### src/rtl/arith_pkg.sv
// Shared types and helpers for the pipelined saturating add/sub unit.
// Op encoding and the signed clamp limits used by the arithmetic core.
package arith_pkg;

    typedef enum logic [1:0] {
        OP_ADD  = 2'b00,
        OP_SUB  = 2'b01,
        OP_ACC  = 2'b10,
        OP_LOAD = 2'b11
    } op_t;

    // Largest positive two's complement value of width w (011..1), zero-extended to 32 bits.
    function automatic logic [31:0] sat_max(input int w);
        sat_max = (32'd1 << (w - 1)) - 32'd1;
    endfunction

    // Most negative two's complement value of width w (100..0), zero-extended to 32 bits.
    function automatic logic [31:0] sat_min(input int w);
        sat_min = 32'd1 << (w - 1);
    endfunction

endpackage

### src/rtl/arith_core.sv
// Combinational signed add/subtract with overflow detect and optional clamp.
// Both operands are sign-extended one bit so the carry-out bit exposes overflow directly.
module arith_core
    import arith_pkg::*;
#(
    parameter int WIDTH = 16
) (
    input  logic [WIDTH-1:0] x,
    input  logic [WIDTH-1:0] y,
    input  logic             sub,
    input  logic             sat,
    output logic [WIDTH-1:0] res,
    output logic             ov
);

    localparam logic [31:0] MAX32 = sat_max(WIDTH);
    localparam logic [31:0] MIN32 = sat_min(WIDTH);
    localparam logic [WIDTH-1:0] MAX_VAL = MAX32[WIDTH-1:0];
    localparam logic [WIDTH-1:0] MIN_VAL = MIN32[WIDTH-1:0];

    logic [WIDTH:0] x_ext;
    logic [WIDTH:0] y_ext;
    logic [WIDTH:0] full;

    assign x_ext = {x[WIDTH-1], x};
    assign y_ext = {y[WIDTH-1], y};
    assign full  = sub ? (x_ext - y_ext) : (x_ext + y_ext);
    assign ov    = full[WIDTH] ^ full[WIDTH-1];

    // The extended sign bit tells which way the true result escaped the range.
    always_comb begin
        res = full[WIDTH-1:0];
        if (sat && ov) begin
            res = full[WIDTH] ? MIN_VAL : MAX_VAL;
        end
    end

endmodule

### src/rtl/arith_pipe_sat.sv
// Registered signed add/sub/accumulate unit with valid/ready handshake,
// optional saturation and a sticky overflow flag. Latency one cycle, no skid buffer.
module arith_pipe_sat
    import arith_pkg::*;
#(
    parameter int   WIDTH   = 16,
    parameter logic SAT_DEF = 1'b0
) (
    input  logic             clk,
    input  logic             rst,
    input  logic             in_vld,
    output logic             in_rdy,
    input  logic [1:0]       op,
    input  logic [WIDTH-1:0] A,
    input  logic [WIDTH-1:0] B,
    input  logic             sat_wr,
    input  logic             sat_in,
    input  logic             clr_ov,
    output logic             out_vld,
    input  logic             out_rdy,
    output logic [WIDTH-1:0] result,
    output logic             ov,
    output logic             sticky_ov,
    output logic [WIDTH-1:0] acc
);

    logic             out_vld_reg;
    logic [WIDTH-1:0] result_reg;
    logic             ov_reg;
    logic             sticky_reg;
    logic [WIDTH-1:0] acc_reg;
    logic             sat_mode_reg;

    logic             accept;
    logic             acc_upd;
    logic [WIDTH-1:0] core_x;
    logic [WIDTH-1:0] core_y;
    logic             core_sub;
    logic [WIDTH-1:0] result_next;
    logic             ov_next;

    assign in_rdy  = ~out_vld_reg | out_rdy;
    assign accept  = in_vld & in_rdy;

    // LOAD is routed as A + 0, which can never overflow.
    always_comb begin
        core_x   = A;
        core_y   = B;
        core_sub = 1'b0;
        acc_upd  = 1'b0;
        case (op_t'(op))
            OP_ADD: begin
                core_x = A;
                core_y = B;
            end
            OP_SUB: begin
                core_sub = 1'b1;
            end
            OP_ACC: begin
                core_x  = acc_reg;
                core_y  = A;
                acc_upd = 1'b1;
            end
            OP_LOAD: begin
                core_x  = A;
                core_y  = '0;
                acc_upd = 1'b1;
            end
            default: ;
        endcase
    end

    arith_core #(
        .WIDTH (WIDTH)
    ) u_core (
        .x   (core_x),
        .y   (core_y),
        .sub (core_sub),
        .sat (sat_mode_reg),
        .res (result_next),
        .ov  (ov_next)
    );

    always_ff @(posedge clk or posedge rst) begin
        if (rst) begin
            out_vld_reg  <= 1'b0;
            result_reg   <= '0;
            ov_reg       <= 1'b0;
            sticky_reg   <= 1'b0;
            acc_reg      <= '0;
            sat_mode_reg <= SAT_DEF;
        end else begin
            if (accept) begin
                out_vld_reg <= 1'b1;
                result_reg  <= result_next;
                ov_reg      <= ov_next;
                if (acc_upd) begin
                    acc_reg <= result_next;
                end
            end else if (out_rdy) begin
                out_vld_reg <= 1'b0;
            end

            // A fresh overflow outranks a concurrent clear.
            if (accept && ov_next) begin
                sticky_reg <= 1'b1;
            end else if (clr_ov) begin
                sticky_reg <= 1'b0;
            end

            if (sat_wr) begin
                sat_mode_reg <= sat_in;
            end
        end
    end

    assign out_vld   = out_vld_reg;
    assign result    = result_reg;
    assign ov        = ov_reg;
    assign sticky_ov = sticky_reg;
    assign acc       = acc_reg;

endmodule

### config.mk
export PLATFORM = sky130hd
export DESIGN_NAME = arith_pipe_sat
export DESIGN_NICKNAME = d
export VERILOG_FILES = /design/src/rtl/arith_pkg.sv /design/src/rtl/arith_core.sv /design/src/rtl/arith_pipe_sat.sv
export SDC_FILE = /design/constraint.sdc
export NUM_CORES = 1
export LEC_CHECK = 0
export ABC_AREA = 1
export BUFFER_PORTS_ARGS = -buffer_cell sky130_fd_sc_hd__buf_4
export CORE_MARGIN = 4
export CORE_UTILIZATION = 54
export DETAILED_ROUTE_END_ITERATION = 10
export PLACE_DENSITY = 0.78
export SLEW_MARGIN = 20
export SYNTH_ARGS = -nofsm -noshare
export SYNTH_HDL_FRONTEND = slang
export SYNTH_SLANG_ARGS = --single-unit
### constraint.sdc
create_clock -name clk -period 3.1 [get_ports clk]
set_input_delay 0.465 -clock clk [delete_from_list [all_inputs] [get_ports clk]]
set_output_delay 0.465 -clock clk [all_outputs]
set_load 0.005 [all_outputs]
======== Word-level counts from Yosys, hierarchy flattened ========
Cells that the tools add are included.
storage, ports and cells
  flip-flop bits (word level) ............. 36
  latch bits .............................. 0
  RAM bits ................................ 0
  bits in read-only memories .............. 0
  bits of input ports ..................... 41
  output and inout port bits .............. 36
  logic and storage cells ................. 32
  memories kept ........................... 0
operators by class
  add/sub/neg operators ................... 2
  $mul .................................... 0
  divide/modulo/power cells ............... 0
  order comparisons ....................... 0
  equal/unequal tests ..................... 3
  shift operators ......................... 0
  mux-type cells .......................... 11
  bitwise gates (word level) .............. 4
  reduce and logical (&&, ||, !) cells .... 6
operator list
  kind                                                             count
  16-bit 2-to-1 mux                                                3
  16-bit one-hot mux with 2 select lines                           1
  16-bit by 16-bit adder with 17-bit output                        1
  17-bit 2-to-1 mux                                                1
  16-bit by 16-bit subtractor with 17-bit output                   1
  1-bit 2-to-1 mux                                                 6
  2-bit == test, second input constant                             2
  2-bit nonzero test                                               2
  2-bit by 1-bit == test with 1-bit output, second input constant  1
  1-bit logical AND                                                2
  2-bit AND reduction                                              1
  2-bit OR reduction                                               1
  1-bit AND                                                        1
  1-bit NOT                                                        1
  1-bit bitwise OR                                                 1
  1-bit XOR                                                        1

======== Longest topological paths before layout ========
Gate-level depths: netlist of run 1.
  depth after elaboration ................. 7
  depth in mapped cells ................... 32

======== Hierarchy ========
From an unflattened synthesis of run 1, not the netlist that was laid out.
second synthesis, totals
  cell total of the unflattened synthesis .. 522
  area, all modules ....................... 3425.8 um2
modules (own cells, without submodules)
  module          times used  cells each  area an instance (um2)  seq. area each (um2)
  arith_pipe_sat  1           248         1913.1                  900.9
  arith_core      1           274         1512.7                  0.0

======== Worst setup path before layout of run 1 ========
No wires, ideal clock.
  path kind ............................... in2reg
  start point ............................. input port op[1]
  end point ............................... register acc_reg[7] (netlist: acc[7])
  setup time .............................. 0.117 ns
  arrival ................................. 3.781 ns
  data required time ...................... 2.983 ns
  setup slack ............................. -0.797 ns
  stages on the path ...................... 28
  path buffers ............................ 4
  cell sequence ........................... buf_6 -> buf_4 -> nand2_1 -> buf_2 -> o22ai_1 -> inv_1 -> ha_1 -> inv_1 -> nor2_1 -> nand2_1 -> nor2_2 -> nor2_1 -> a21oi_1 -> o21ai_0 -> xor2_1 -> ha_1 -> nand2_1 -> nor4_1 -> a21oi_1 -> nand3_1 -> nand3_1 -> nand2_2 -> nand2_4 -> buf_12 -> nand2_2 -> nand2_1 -> nand2_1 -> nand2_1
between the ends
  cells in the longest elaborated chain, start to end .. 7
RTL lines
  item                                                                                                                RTL line              text
  start, declared                                                                                                     arith_pipe_sat.sv:13  input logic [1:0] op,
  2-bit == test                                                                                                       arith_pipe_sat.sv:51  case (op_t'(op))
  16-bit one-hot mux with 2 select lines / 16-bit 2-to-1 mux (equally long branches)                                  arith_pipe_sat.sv:51
  16-bit by 16-bit adder with 17-bit output / 16-bit by 16-bit subtractor with 17-bit output (equally long branches)  arith_core.sv:27      assign full = sub ? (x_ext - y_ext) : (x_ext + y_ext);
  17-bit 2-to-1 mux                                                                                                   arith_core.sv:27
  1-bit XOR                                                                                                           arith_core.sv:28      assign ov = full[WIDTH] ^ full[WIDTH-1];
  1-bit logical AND                                                                                                   arith_core.sv:33      if (sat && ov) begin
  16-bit 2-to-1 mux                                                                                                   arith_core.sv:33
  end signal, assigned                                                                                                arith_pipe_sat.sv:98  acc_reg <= result_next;
  end, declared                                                                                                       arith_pipe_sat.sv:31  logic [WIDTH-1:0] acc_reg;
Parallel ways exist; a longest one is shown, timed or not.
A chain may end at the register's enable or synchronous reset.

======== Worst setup path after layout of run 1 ========
  start point ............................. input port op[0]
  end point ............................... register result_reg[7] (netlist: result[7])
between the ends
  cells in the longest elaborated chain, start to end .. 7
RTL lines
  item                                                                                                                RTL line              text
  2-bit == test                                                                                                       arith_pipe_sat.sv:51
  16-bit one-hot mux with 2 select lines / 16-bit 2-to-1 mux (equally long branches)                                  arith_pipe_sat.sv:51
  16-bit by 16-bit adder with 17-bit output / 16-bit by 16-bit subtractor with 17-bit output (equally long branches)  arith_core.sv:27
  17-bit 2-to-1 mux (*)                                                                                               arith_core.sv:27
  1-bit XOR                                                                                                           arith_core.sv:28
  1-bit logical AND                                                                                                   arith_core.sv:33
  16-bit 2-to-1 mux (*)                                                                                               arith_core.sv:33
  end signal, assigned                                                                                                arith_pipe_sat.sv:95  result_reg <= result_next;
  end, declared                                                                                                       arith_pipe_sat.sv:28  logic [WIDTH-1:0] result_reg;
Mark *: on every way between the ends. The rest lies on a longest branch, timed or not.

==> flow_summary_export.csv, run 1 <==
group,metric,value,unit
outcome,status,"complete, but fails checks",
outcome,violations,"setup timing",
sta,setup_viol,34,
global_route,antenna_found_initial,0,
finish,drive_gt1_share,53.2,%
yosys,synth-edff-count,0,
die,rows,27,
clock_network,insertion_delay,0.31,ns
global_route,grt.overflow.total,0,
yosys,synthAdderAreaFrac,7.47,%
detailed_routing,vias,4347,
yosys,synth_top_family_by_area,"simple AND/OR/NAND/NOR gates",
yosys,avgSynthCellArea,6.91,µm²
placement,io_buffers,76,
finish,fin_area,5210,µm²
placement,gp_congestion,0.863,
worst_setup_path,start_kind,"primary input",
detailed_routing,dr.pass1.iters,8,
worst_setup_path,max_stage_delay,0.33,ns
worst_setup_path,cp_common_cell,"nand2_1",
sta,worst_slew_pin_slew,0.681,ns
die,dieHeight,84.0,µm
die,fp.dieArea,7050,µm²
finish,syn_to_final_growth,67.3,%
power,clkPwrFrac,9.8,%
sta,fmax,266,MHz
global_route,grt_pass1_vias,3668,
worst_setup_path,timing.reg2reg.setup_slack,-0.05,ns
power,powerDensity,745,nW/µm²
detailed_routing,drc,0,
clock_network,cts_tree,"built",
worst_setup_path,cp.required,3.28,ns
power,p_switching,1.84,mW
sta,maxSlewViolCount,0,
power,p_int,2.05,mW
detailed_routing,avgRoutedWirePerCell,22.0,µm
placement,dp.cells,661,
yosys,synthFlopType,"dfrtp_1",
yosys,synth-simple-area-share,35.8,%
yosys,syn_inst,451,
finish,final_common_cell,"buf_4",
power,switching_share,47.3,%
finish,mostFrequentLayoutCells,"buf_4, nand2_1, nand2_2",
global_route,grt_usage,29.5,%
worst_setup_path,crit_path_end_kind,"flip-flop",
power,total_power,3.88,mW
yosys,ys_warn_count,0,
clock_network,holdBufCountCts,0,
sta,hold_viol,0,
yosys,yosysSeqAreaShare,28.9,%
global_route,grt_start_max_net_pins,21,
die,initial_utilization,56.3,%
worst_setup_path,slowest_stage,"ha_4",
detailed_routing,avgViaCountPerCell,6.31,
power,p_leak,2.74,nW
finish,final_nets,676,
yosys,synth_compound_area_share,7.71,%
worst_setup_path,path_max_fanout,8,
yosys,synth_xor_area_share,7.59,%
finish,stdcell_count,689,
global_route,grt_pass1_wl,17200,µm
clock_network,cts_sinks,36,
detailed_routing,ant_nets,0,
sta,max_slew_margin,54.6,%
detailed_routing,drt_first_iter_violations,484,
sta,finClkSkew,0.0171,ns
clock_network,cts_max_level,2,
sta,grt_setup_unrepaired,"true",
sta,fin_ws,-0.666,ns
yosys,ys_async_sr_fraction,100,%
sta,setup_tns,-20.63,ns
hold_path,hold_path_class,"in -> async",
yosys,synth_area,3120,µm²
yosys,synth_cell_type_count,36,
yosys,synth_nets,510,
clock_network,numCtsBuffers,5,
placement,place_area,4300,µm²
power,pwr-share-comb,67.1,%
run,drv_cap,0,
yosys,synth_seq_cells,36,
clock_network,cts_buffer_depth,2,
die,io_pins,77,
power,irDropWorstVdd,0.661,mV
power,seqPwrFrac,23.1,%
clock_network,path_clk_slew,0.09,ns
placement,hpwl,7230,µm
sta,finalCriticalPeriod,3.77,ns
die,die_w,84.0,µm
die,core_area,5540,µm²
detailed_routing,routed_wl,15100,µm
worst_setup_path,path_class,"in -> reg",
worst_setup_path,arrival,3.95,ns
sta,fin_crit_sh,121,%
clock_network,cts_root_buf,"clkbuf_8",
yosys,synth_mux_area_share,5.06,%
finish,antenna_cells,0,
[layer usage]
metal / vias up / GRT usage, % / share of wire (%)
met3: 160 / 4.05 / 11
met5: - / 0 / 0
li1: 1776 / - / -
met1: 1976 / 36.9 / 34
met2: 435 / 51.6 / 47
met4: 0 / 10.7 / 8.6
[per-stage QoR]
step / hold WS, ns / setup slack, ns / util, %
floorplan: 0.472 / -0.475 / -
global placement: 0.468 / -0.692 / 77.6
global route: 0.298 / -0.810 / 94.1
CTS: 0.274 / -0.168 / 84.3
detailed placement: 0.466 / -0.719 / 77.6
finish: 0.249 / -0.666 / 94.1
[logic make-up after synthesis]
kind of cell	after synthesis
buf+inv	50
xor+xnor	27
flops	36
mux	14
simple gates	263
compound gates	43
fa+ha+maj	18
[critical path, delay by kind of cell]
family | cells | cell delay [ns]
simple gates | 18 | 1.92
compound gates | 2 | 0.21
fa+ha+maj | 2 | 0.50
xor+xnor | 1 | 0.17
buf+inv | 7 | 0.64
[layout make-up]
cell class,count,area (µm²)
tap,72,90.1
sequential,36,901
clock buffer,7,96.3
multi-input combinational,367,2640
fill,179,327
timing repair buffer,171,1340
inverter,36,148
[path summary, 6_finish.rpt]
| check | from | to | cells after the start |
|---|---|---|---|
| setup / recovery | op[0] | result[7] | 30 |
| setup reg to reg | acc[0] | result[7] | 17 |
| hold / removal | rst | result[13] | 2 |
| min in group clk | clr_ov | sticky_ov | 2 |
| max in group asynchronous | rst | acc[0] | 3 |
| hold reg to reg | result[3] | result[3] | 2 |
[synth_stat cells, types with 2 or more instances]
cell type,instances,area [µm²]
o21ai_0,15,75.1
a31oi_1,4,25.0
ha_1,17,213
mux2_2,14,158
a21oi_1,15,75.1
buf_2,4,20.0
nand2_2,18,113
o22ai_1,2,12.5
nand2_1,185,694
buf_6,2,22.5
dfrtp_1,36,901
nor2_1,20,75.1
inv_1,33,124
nand3_1,27,135
nor2_2,3,18.8
a21o_1,4,30.0
nand4_1,2,12.5
clkbuf_1,4,15.0
buf_4,2,15.0
xnor2_1,11,96.3
nand3_2,3,30.0
xor2_1,16,140
[power by group through the flow]
stage                     clock network, mW  registers (mW)  logic (mW)
after global routing                  0.395           0.907        2.77
after global placement                    0           0.858        1.73
after CTS                             0.376           0.865        2.01
final                                 0.381           0.897        2.61
after floorplan                           0           0.824       0.989
after detailed placement                  0           0.860        1.78
[timing repair]
action | in CTS | in global routing
setup buffers | 10 | 9
gates resized for setup | 44 | 116
hold endpoints to repair | 0 | 0
cloned | 2 | 0
pin swaps | 36 | 54
endpoints found under the setup margin | 34 | 34
(Power assumes the default switching activity.)
==> run 2, diff against run 1 <==
--- a/config.mk
+++ b/config.mk
@@ -10,7 +10,7 @@
 export CORE_MARGIN = 4
 export CORE_UTILIZATION = 54
 export DETAILED_ROUTE_END_ITERATION = 10
-export PLACE_DENSITY = 0.78
+export PLACE_DENSITY = 0.81
 export SLEW_MARGIN = 20
 export SYNTH_ARGS = -nofsm -noshare
 export SYNTH_HDL_FRONTEND = slang
==> constraint.sdc (replaced) <==
create_clock -name clk -period 3.6 [get_ports clk]
set_input_delay 0.54 -clock clk [delete_from_list [all_inputs] [get_ports clk]]
set_output_delay 0.54 -clock clk [all_outputs]
set_load 0.005 [all_outputs]
==> flow_summary_export.csv, run 2 (synthesis results as in run 1) <==
group,metric,value,unit
finish,mostFrequentLayoutCells,"nand2_1, buf_4, dfrtp_1",
worst_setup_path,start_kind,"primary input",
sta,worst_slew_pin_slew,0.659,ns
placement,place_area,3990,µm²
die,fp.dieArea,7050,µm²
die,core_area,5540,µm²
global_route,antenna_found_initial,0,
worst_setup_path,cp.required,3.78,ns
worst_setup_path,arrival,3.76,ns
die,dieHeight,84.0,µm
die,initial_utilization,56.3,%
sta,maxSlewViolCount,0,
die,die_w,84.0,µm
sta,fin_crit_sh,99.5,%
clock_network,path_clk_slew,0.08,ns
detailed_routing,routed_wl,9730,µm
sta,finalCriticalPeriod,3.58,ns
clock_network,cts_root_buf,"clkbuf_8",
finish,drive_gt1_share,35.6,%
worst_setup_path,crit_path_end_kind,"flip-flop",
detailed_routing,drc,0,
detailed_routing,vias,3526,
clock_network,insertion_delay,0.29,ns
clock_network,cts_sinks,36,
finish,final_common_cell,"nand2_1",
finish,stdcell_count,639,
placement,io_buffers,76,
power,irDropWorstVdd,0.543,mV
outcome,status,"complete, no violations",
die,io_pins,77,
hold_path,hold_path_class,"in -> async",
clock_network,cts_buffer_depth,2,
power,powerDensity,626,nW/µm²
finish,n_fill_cell,400,
worst_setup_path,path_class,"in -> reg",
finish,fin_area,4340,µm²
power,p_leak,2.40,nW
detailed_routing,avgViaCountPerCell,5.52,
clock_network,numCtsBuffers,5,
power,total_power,2.72,mW
finish,antenna_cells,0,
sta,max_slew_margin,56.0,%
finish,final_nets,625,
sta,finClkSkew,0.00900,ns
finish,final_util,78.3,%
detailed_routing,avgRoutedWirePerCell,15.2,µm
global_route,grt_start_max_net_pins,37,
sta,setup_viol,0,
finish,seqCellArea,901,µm²
finish,multi_input_area,2200,µm²
worst_setup_path,path_max_fanout,7,
global_route,grt_pass1_wl,14500,µm
sta,hold_viol,0,
die,rows,27,
detailed_routing,dr.pass1.iters,8,
global_route,grt.overflow.total,0,
detailed_routing,drt_first_iter_violations,260,
global_route,grt_pass1_vias,3183,
placement,hpwl,6620,µm
placement,gp_congestion,0.916,
run,drv_cap,0,
global_route,grt_usage,24.3,%
worst_setup_path,rr_worst_depth,18,
clock_network,cts_max_level,2,
finish,syn_to_final_growth,39.1,%
sta,fmax,279,MHz
placement,dp.cells,621,
detailed_routing,ant_nets,0,
clock_network,cts_tree,"built",
-- run 2: cell types whose count changed in the layout (fill, tap and decap cells not counted), sizes merged --
cell / before / now
buf: 171 / 120
bufinv: 0 / 1
clkbuf: 7 / 6
clkinv: 1 / 2
-- run 2: where the power goes --
group	internal [mW]	switching (mW)	total, mW
Combinational	0.761	0.864	1.62
Sequential	0.583	0.159	0.742
Clock	0.206	0.144	0.350
Total	1.55	1.17	2.72
-- run 2: layer usage --
layer	part of all wire (%)	track usage (%)	vias to the layer above
met3	7.2	4.24	49
met4	3.6	6.43	0
li1	-	-	1676
met5	0	0	-
met2	47	39.1	198
met1	42	33.7	1603
-- run 2: path summary, 6_finish.rpt --
path                                    to       start  slack, ns
worst max-delay path               acc[14]       op[1]       0.02
worst min-delay path            result[15]         rst       0.35
worst max register to register     acc[14]      acc[0]       0.73
worst min register to register  result[13]  result[13]       0.49
max in group asynchronous        result[8]         rst       2.93
min in group clk                 sticky_ov      clr_ov       0.43
-- run 2: critical path, cell delays in order --
cell and delay, ns:
buf_4 0.15, nand2_4 0.08, o22ai_1 0.07, inv_1 0.08, ha_2 0.18, inv_1 0.04
nor2_1 0.08, nand2_1 0.11, nor2_4 0.18, buf_6 0.13, a21oi_4 0.04, xor2_1 0.16
ha_1 0.38, a21o_1 0.25, inv_1 0.10, a21oi_1 0.08, nor2_2 0.12, nand2_1 0.08
nand2_1 0.09, nand2_2 0.08, inv_2 0.10, nand3_2 0.11, nand2_4 0.15, nand2_8 0.09
nand2_2 0.08, nand2_1 0.08, nand2_1 0.09, nand2_1 0.06
-- run 2: layout make-up --
| type | count | share of cell area, % |
|---|---|---|
| sequential | 36 | 20.8 |
| clock inverter | 2 | 0.808 |
| clock buffer | 6 | 1.67 |
| multi-input combinational | 367 | 50.6 |
| tap | 72 | 2.08 |
| inverter | 36 | 3.17 |
| timing repair buffer | 120 | 20.9 |
-- run 2: stage by stage --
stage          setup TNS (ns)  setup slack (ns)  hold slack (ns)
3_5_place_dp            -8.56            -0.302            0.466
6_report                    0            0.0181            0.348
5_1_grt                 -3.29            -0.155            0.404
3_3_place_gp            -4.29            -0.166            0.467
4_1_cts                     0            0.0483            0.354
2_1_floorplan           -1.18           -0.0598            0.472
-- run 2: repair_timing --
action / 4_1_cts / 5_1_grt
endpoints found under the setup margin: 5 / 34
hold endpoints to repair: 0 / 0
pin swaps: 0 / 19
gates cloned: 0 / 2
hold buffers: 0 / 0
setup buffers: 0 / 8
gates resized for setup: 1 / 36
